### src/rtl/multiplier_datapath.sv
// multiplier_datapath
//   Register/arithmetic datapath for the signed add-shift multiplier.
//   Holds the sign-extension bit X, accumulator A, multiplier/product-low
//   register B, a WIDTH+1-bit adder/subtractor and the iteration counter.
//   The final signed product is A:B, with X as its sign copy.
//
// Ports:
//   Clk       in   system clock, rising-edge state updates
//   Reset     in   synchronous, active-high reset (clears all state)
//   S         in   multiplicand switches, also the B load value
//   LD_B      in   load B from S
//   Clr_XA    in   clear X, A and count
//   LD_XA     in   load adder result into X:A
//   SUB_ADD   in   0 = A+S, 1 = A-S
//   Shift_EN  in   arithmetic shift right of X:A:B
//   Cnt_EN    in   increment iteration counter
//   Aval      out  register A (product high half)
//   Bval      out  register B (product low half)
//   X         out  sign-extension bit
//   M         out  current multiplier bit, B[0]
//   count     out  iteration counter, clog2(WIDTH) bits
module multiplier_datapath #(
  parameter int unsigned WIDTH = 8
) (
  input  logic                       Clk,
  input  logic                       Reset,
  input  logic [WIDTH-1:0]           S,
  input  logic                       LD_B,
  input  logic                       Clr_XA,
  input  logic                       LD_XA,
  input  logic                       SUB_ADD,
  input  logic                       Shift_EN,
  input  logic                       Cnt_EN,
  output logic [WIDTH-1:0]           Aval,
  output logic [WIDTH-1:0]           Bval,
  output logic                       X,
  output logic                       M,
  output logic [$clog2(WIDTH)-1:0]   count
);

  localparam int unsigned CW = $clog2(WIDTH);
  localparam logic [CW-1:0] CNT_ONE = 1;

  logic [WIDTH:0] operand;
  logic [WIDTH:0] sum;

  // Subtraction as A + ~S + 1 on sign-extended operands, wrapping at WIDTH+1 bits.
  always_comb begin
    operand = {S[WIDTH-1], S} ^ {(WIDTH+1){SUB_ADD}};
    sum     = {Aval[WIDTH-1], Aval} + operand + {{WIDTH{1'b0}}, SUB_ADD};
  end

  assign M = Bval[0];

  always_ff @(posedge Clk) begin
    if (Reset) begin
      X     <= 1'b0;
      Aval  <= '0;
      Bval  <= '0;
      count <= '0;
    end else begin
      // Shift takes precedence over LD_XA so a combined strobe is a pure shift.
      if (Clr_XA) begin
        X    <= 1'b0;
        Aval <= '0;
      end else if (Shift_EN) begin
        Aval <= {X, Aval[WIDTH-1:1]};
      end else if (LD_XA) begin
        {X, Aval} <= sum;
      end

      // B takes the pre-shift A[0].
      if (LD_B) begin
        Bval <= S;
      end else if (Shift_EN) begin
        Bval <= {Aval[0], Bval[WIDTH-1:1]};
      end

      if (Clr_XA) begin
        count <= '0;
      end else if (Cnt_EN) begin
        count <= count + CNT_ONE;
      end
    end
  end

endmodule

### config.mk
export PLATFORM = sky130hd
export DESIGN_NAME = multiplier_datapath
export DESIGN_NICKNAME = d
export VERILOG_FILES = /design/src/rtl/multiplier_datapath.sv
export SDC_FILE = /design/constraint.sdc
export NUM_CORES = 1
export LEC_CHECK = 0
export CORE_ASPECT_RATIO = 0.8
export CORE_MARGIN = 3
export CORE_UTILIZATION = 29
export DETAILED_ROUTE_END_ITERATION = 16
export PLACE_DENSITY = 0.64
export SLEW_MARGIN = 10
export SYNTH_ARGS = -nofsm -noshare
export SYNTH_HDL_FRONTEND = slang
export SYNTH_SLANG_ARGS = --single-unit
export TNS_END_PERCENT = 50
### constraint.sdc
create_clock -name Clk -period 3.35 [get_ports Clk]
set_clock_uncertainty 0.15 [all_clocks]
set_input_delay 0.67 -clock Clk [delete_from_list [all_inputs] [get_ports Clk]]
set_output_delay 0.67 -clock Clk [all_outputs]
set_load 0.005 [all_outputs]
==> results of run 1 <==
-- per-stage QoR --
step	area [µm²]	hold slack, ps	cells	total power, µW	util, %
after floorplan	1260	352	149	354	-
after global placement	1670	344	235	416	42.0
after detailed placement	1670	354	235	417	42.0
after CTS	1730	374	239	607	43.4
after global routing	1730	393	239	634	43.4
final	1730	368	239	600	43.4
-- per-layer routing --
| metal | track usage, % | wire length [µm] |
|---|---|---|
| met1 | 18.8 | 1570 |
| met2 | 16.6 | 1270 |
| met3 | 4.31 | 199 |
| met4 | 1.90 | 17 |
| met5 | 0 | 0 |
-- worst max-delay path, delay by kind of cell --
kind	cells	cell delay (ps)
xor+xnor	1	240
simple gates	1	190
fa+ha+maj	1	430
compound gates	4	620
buf+inv	2	610
-- area by class of cell --
cell class              instances  area (µm²)
fillers                       391        2250
multi-input cells             117         802
flip-flops and latches         20         400
repair buffers                 40         390
well taps                      55        68.8
clock buffers                   4        55.1
inverters                       3        11.3
-- layout by cell type, fill, tap and decap left out, drive strengths merged, types with 2 or more instances in the layout --
| cell type | n |
|---|---|
| nor2b | 3 |
| a21oi | 20 |
| o21ai | 4 |
| dfxtp | 20 |
| ha | 9 |
| inv | 3 |
| a211oi | 2 |
| nor2 | 27 |
| a31oi | 2 |
| mux2i | 12 |
| nand2 | 6 |
| buf | 4 |
| xor2 | 11 |
| clkbuf | 4 |
| xnor2 | 3 |
| clkdlybuf4s50 | 36 |
-- flip-flops by register name, summed over array words and instances, names as in the netlist --
signal	count
Bval	8
X	1
Aval	8
count	3
-- final timing paths --
check / from / to / depth (start not counted)
min: count[2] / count[2] / 2
max: S[1] / X / 9
max reg2reg: Aval[0] / X / 7
min reg2reg: count[2] / count[2] / 2
-- kinds of logic (layout without fill, tap and decap cells) --
kind of cell	after synthesis	after routing	share of synthesized area, %
XOR/XNOR	14	14	9.71
adder cells (fa/ha/maj)	10	10	10.5
AND/OR/NAND/NOR	44	44	15.7
AO/OA/AOI/OAI	37	37	17.8
flip-flops	20	20	31.7
multiplexers	12	12	9.81
buffers and inverters	12	47	4.76
-- power by group through the flow --
| stage | sequential [µW] | clock, µW | combinational, µW |
|---|---|---|---|
| after global routing | 260 | 204 | 169 |
| after global placement | 264 | 0 | 152 |
| after floorplan | 263 | 0 | 91.7 |
| after CTS | 259 | 194 | 154 |
| after detailed placement | 264 | 0 | 152 |
| final | 259 | 188 | 154 |
==> impl_metrics.py, run 1 <==
metrics = {
    "power_and_ir_drop": {
        "switching_share_pct": 27.7,
        "p_leak_uw": 0.000712,
        "pwr-share-clk_pct": 31.3,
        "ir_worst_vdd_mv": 0.156,
        "pwr-share-seq_pct": 43.1,
        "p_per_area_mw_per_mm2": 348,
        "p_comb_share_pct": 25.6,
        "p_int_uw": 434,
        "power_switching_uw": 167,
    },
    "clock_network": {
        "root_buffer": "clkbuf_8",
        "path_clk_slew_ps": 80,
        "ctsHoldBuffers": 0,
        "cts_tree": "yes",
        "clock_sinks": 20,
        "cts_buffer_depth": 2,
        "clock_latency_ps": 260,
        "htreeDepth": 1,
        "cts_resized": 0,
        "postCtsSetupRepairBufs": 0,
        "cts-buffers-inserted": 3,
    },
    "yosys": {
        "netlist_instances": 149,
        "synth.largest_area_cell": "dfxtp_1",
        "syn_area_per_cell_um2": 8.47,
        "synth_top_area_share_pct": 31.7,
        "ys_seq_area_share_pct": 31.7,
        "ys.warnings.count": 0,
        "ys_types": 37,
        "syn-cell-area_mm2": 0.00126,
        "synth-seq-cells": 20,
        "synth-edff-count": 0,
        "synth-main-ff-cell": "dfxtp_1",
        "yosysMostFrequentCell": "nor2_1",
        "synth_nets": 175,
        "synth_area_leaders": "dfxtp_1 32%, ha_1 8.9%, mux2i_1 8.7%, nor2_1 8.0%, a21oi_1 7.9%",
        "synth_commonest_cells": "27 x nor2_1, 20 x a21oi_1, 20 x dfxtp_1, 11 x mux2i_1, 11 x xor2_1",
        "synthArstFlopShare_pct": 0,
    },
    "placed_design": {
        "pre_cts_ws_ps": 274,
        "dp_hpwl_um": 2330,
        "port_buffers": 36,
        "gp_congestion": 0.853,
    },
    "setup_path": {
        "worstPathCellList": "clkdlybuf4s50_1 > xor2_1 > inv_1 > fa_1 > nand3b_1 > a21boi_0 > o21bai_1 > a31oi_1 > a21oi_1",
        "path_class": "input port to register",
        "rrSetupSlack_ps": 1310,
        "crit_fanout": 2,
        "arrival_ps": 2760,
        "cp-end-kind": "register",
        "cp.required_ps": 3360,
        "crit_slowest_cell": "clkdlybuf4s50_1",
        "critPathLaunchType": "input port",
        "critPathMaxStageDelay_ps": 520,
    },
    "detailed_routing": {
        "wire_per_inst_um": 12.8,
        "vias_per_cell": 4.70,
        "first_pass_iters": 4,
        "ant_nets": 0,
        "num_vias": 1124,
        "drc_errors": 0,
        "totalWireLength_um": 3060,
        "drt_iter0_markers": 84,
    },
    "floorplan": {
        "die_y_um": 65.0,
        "rows": 20,
        "fp.dieW_um": 79.8,
        "start_util_pct": 31.7,
        "die_area_mm2": 0.00519,
        "ios": 37,
        "core_area_mm2": 0.00398,
    },
    "timing": {
        "setup_ws_ps": 597,
        "worst_pin_slew_ps": 507,
        "drv_slew": 0,
        "setup_tns_ps": 0,
        "max-slew-margin-rel_pct": 66.1,
        "fin_crit_ps": 2750,
        "setup_viol": 0,
        "timing.fmax_ghz": 0.363,
        "fin_crit_sh_pct": 82.2,
        "report.final.hold_viol_count": 0,
        "rsz0062_at_grt": "false",
    },
    "layout": {
        "nNetsFinal": 211,
        "areaGrowthSynthToFinish_pct": 36.9,
        "drive_above_1_share_pct": 6.52,
        "n_antenna_cell": 0,
    },
    "min_path": {
        "min_path_type": "register to register",
    },
    "global_route": {
        "grt_pass1_wl_um": 4930,
        "grt_pass1_vias": 968,
        "overflow": 0,
        "gr-usage-all-layers_pct": 12.3,
        "antenna_found_initial": 0,
        "grt_max_degree": 23,
    },
    "outcome": {
        "outcome": "completed",
    },
    "job": {
        "drv_cap": 0,
    },
}
(Power assumes the default switching activity.)
==> inputs of run 2 (changes only) <==
--- a/config.mk
+++ b/config.mk
@@ -9,7 +9,7 @@
 export CORE_MARGIN = 3
 export CORE_UTILIZATION = 29
 export DETAILED_ROUTE_END_ITERATION = 16
-export PLACE_DENSITY = 0.64
+export PLACE_DENSITY = 0.66
 export SLEW_MARGIN = 10
 export SYNTH_ARGS = -nofsm -noshare
 export SYNTH_HDL_FRONTEND = slang
==> constraint.sdc (replaced) <==
create_clock -name Clk -period 2.5 [get_ports Clk]
set_clock_uncertainty 0.15 [all_clocks]
set_input_delay 0.5 -clock Clk [delete_from_list [all_inputs] [get_ports Clk]]
set_output_delay 0.5 -clock Clk [all_outputs]
set_load 0.005 [all_outputs]
==> run 2 against run 1 <==
Effect of this change:
- wire length rose by 4.1%
- worst hold slack improved by 8.1 ps
- register-to-register slack got worse by 760 ps
- sequential cell count did not move
- non-clock buffer count rose by 15
- die area did not move
- core utilization rose by 4.4 points
- sequential power rose by 34%
- critical path depth fell by 1
- highest routed layer unchanged
- critical path type unchanged
==> impl_metrics.py, run 2 (synthesis results as in run 1) <==
metrics = {
    "setup_path": {
        "path_class": "input port to register",
        "arrival_ps": 2340,
        "critPathLaunchType": "input port",
        "cp_num_buf_inv": 1,
        "crit_fanout": 2,
        "cp-end-kind": "register",
        "worstPathCellList": "clkdlybuf4s50_1 > mux2i_2 > fa_1 > nand3b_1 > a21boi_2 > o21a_1 > o31ai_2 > a211oi_1",
        "critPathMaxStageDelay_ps": 460,
        "cp.required_ps": 2540,
        "path_delay_family": "compound AO/OA/AOI/OAI gates",
        "crit_slowest_cell": "clkdlybuf4s50_1",
    },
    "detailed_routing": {
        "first_pass_iters": 4,
        "vias_per_cell": 4.66,
        "num_vias": 1184,
        "wire_per_inst_um": 12.5,
        "totalWireLength_um": 3180,
        "drc_errors": 0,
        "ant_nets": 0,
        "drt_iter0_markers": 43,
    },
    "clock_network": {
        "cts_buffer_depth": 2,
        "cts-buffers-inserted": 3,
        "clock_latency_ps": 270,
        "postCtsSetupRepairBufs": 0,
        "root_buffer": "clkbuf_8",
        "clock_sinks": 20,
        "htreeDepth": 1,
        "path_clk_slew_ps": 80,
        "cts_tree": "yes",
    },
    "layout": {
        "layout_commonest_cell": "clkdlybuf4s50_1",
        "ff_latch_area_um2": 400,
        "areaGrowthSynthToFinish_pct": 50.7,
        "n_antenna_cell": 0,
        "nNetsFinal": 226,
        "multi_input_area_um2": 840,
        "fillCellCount": 395,
        "layout_common_cells": "34 x clkdlybuf4s50_1, 27 x nor2_1, 20 x dfxtp_1, 20 x a21oi_1, 18 x buf_4",
        "drive_above_1_share_pct": 16.6,
        "largestRegisters": "Aval: 8 flops, Bval: 8 flops, count: 3 flops",
    },
    "floorplan": {
        "start_util_pct": 31.7,
        "rows": 20,
        "core_area_mm2": 0.00398,
        "ios": 37,
        "fp.dieW_um": 79.8,
        "die_y_um": 65.0,
        "die_area_mm2": 0.00519,
    },
    "placed_design": {
        "port_buffers": 36,
        "gp_congestion": 0.834,
        "dp_hpwl_um": 2520,
    },
    "global_route": {
        "grt_max_degree": 23,
        "antenna_found_initial": 0,
        "grt_pass1_wl_um": 5250,
        "gr-usage-all-layers_pct": 12.9,
        "grt_pass1_vias": 1093,
        "overflow": 0,
    },
    "outcome": {
        "outcome": "completed",
    },
    "job": {
        "drv_cap": 0,
    },
    "timing": {
        "fin_crit_sh_pct": 91.9,
        "report.final.hold_viol_count": 0,
        "timing.fmax_ghz": 0.435,
        "max-slew-margin-rel_pct": 67.0,
        "drv_slew": 0,
        "fin_crit_ps": 2300,
        "setup_viol": 0,
        "whs_ps": 376,
        "rsz0062_at_grt": "false",
        "worst_pin_slew_ps": 494,
    },
    "power_and_ir_drop": {
        "p_leak_uw": 0.000818,
        "total_power_uw": 923,
        "p_per_area_mw_per_mm2": 485,
        "ir_worst_vdd_mv": 0.280,
    },
    "min_path": {
        "min_path_type": "register to register",
    },
}
==> run 2: stage by stage <==
step / util (%) / setup WS, ps / setup TNS (ps) / instance area (µm²) / std cells
floorplan: - / 192 / 0 / 1260 / 149
global placement: 44.9 / -321 / -1210 / 1790 / 250
detailed placement: 44.9 / -347 / -1500 / 1790 / 250
CTS: 47.0 / -1.34 / -1.34 / 1870 / 254
global route: 47.8 / 126 / 0 / 1900 / 254
finish: 47.8 / 203 / 0 / 1900 / 254
==> run 2: layout make-up <==
type	instances	area share [%]
Timing Repair Buffer	55	26.9
Inverter	3	0.592
Multi-Input combinational cell	117	44.1
Tap cell	55	3.62
Clock buffer	3	2.17
Clock inverter	1	1.58
Sequential cell	20	21.0
==> run 2: power by group <==
group          total (µW)  switching (µW)  internal [µW]
clock network         331             117            214
logic                 245             108            138
registers             346            13.6            333
total                 923             239            684
==> run 2: worst register-to-register path, cell delays in order (launching register included) <==
cell and delay [ps]:
dfxtp_1 410, inv_1 90, fa_1 450, nand3b_1 210, a21boi_2 150, o21a_1 130, o31ai_2 50, a211oi_1 230
==> run 2: per-layer routing <==
metal  vias to the layer above  GRT usage [%]  wire, µm
met5                         -              0         0
met4                         0           1.90        16
met3                         2           4.17       210
met2                        31           18.3      1300
met1                       532           19.0      1660
li1                        619              -         -
==> run 2: repair_timing <==
item                                    4_1_cts  5_1_grt
gates resized for setup                       3        7
endpoints found under the setup margin        1        6
hold buffers                                  0        0
pin swaps                                     1        1
==> run 2: worst paths after layout <==
path,to,slack (ps),cells after the start,from
worst min register to register,count[2],380,2,count[2]
worst max register to register,Aval[6],550,7,Aval[1]
worst max-delay path,Aval[6],200,8,S[0]
worst min-delay path,count[2],380,2,count[2]
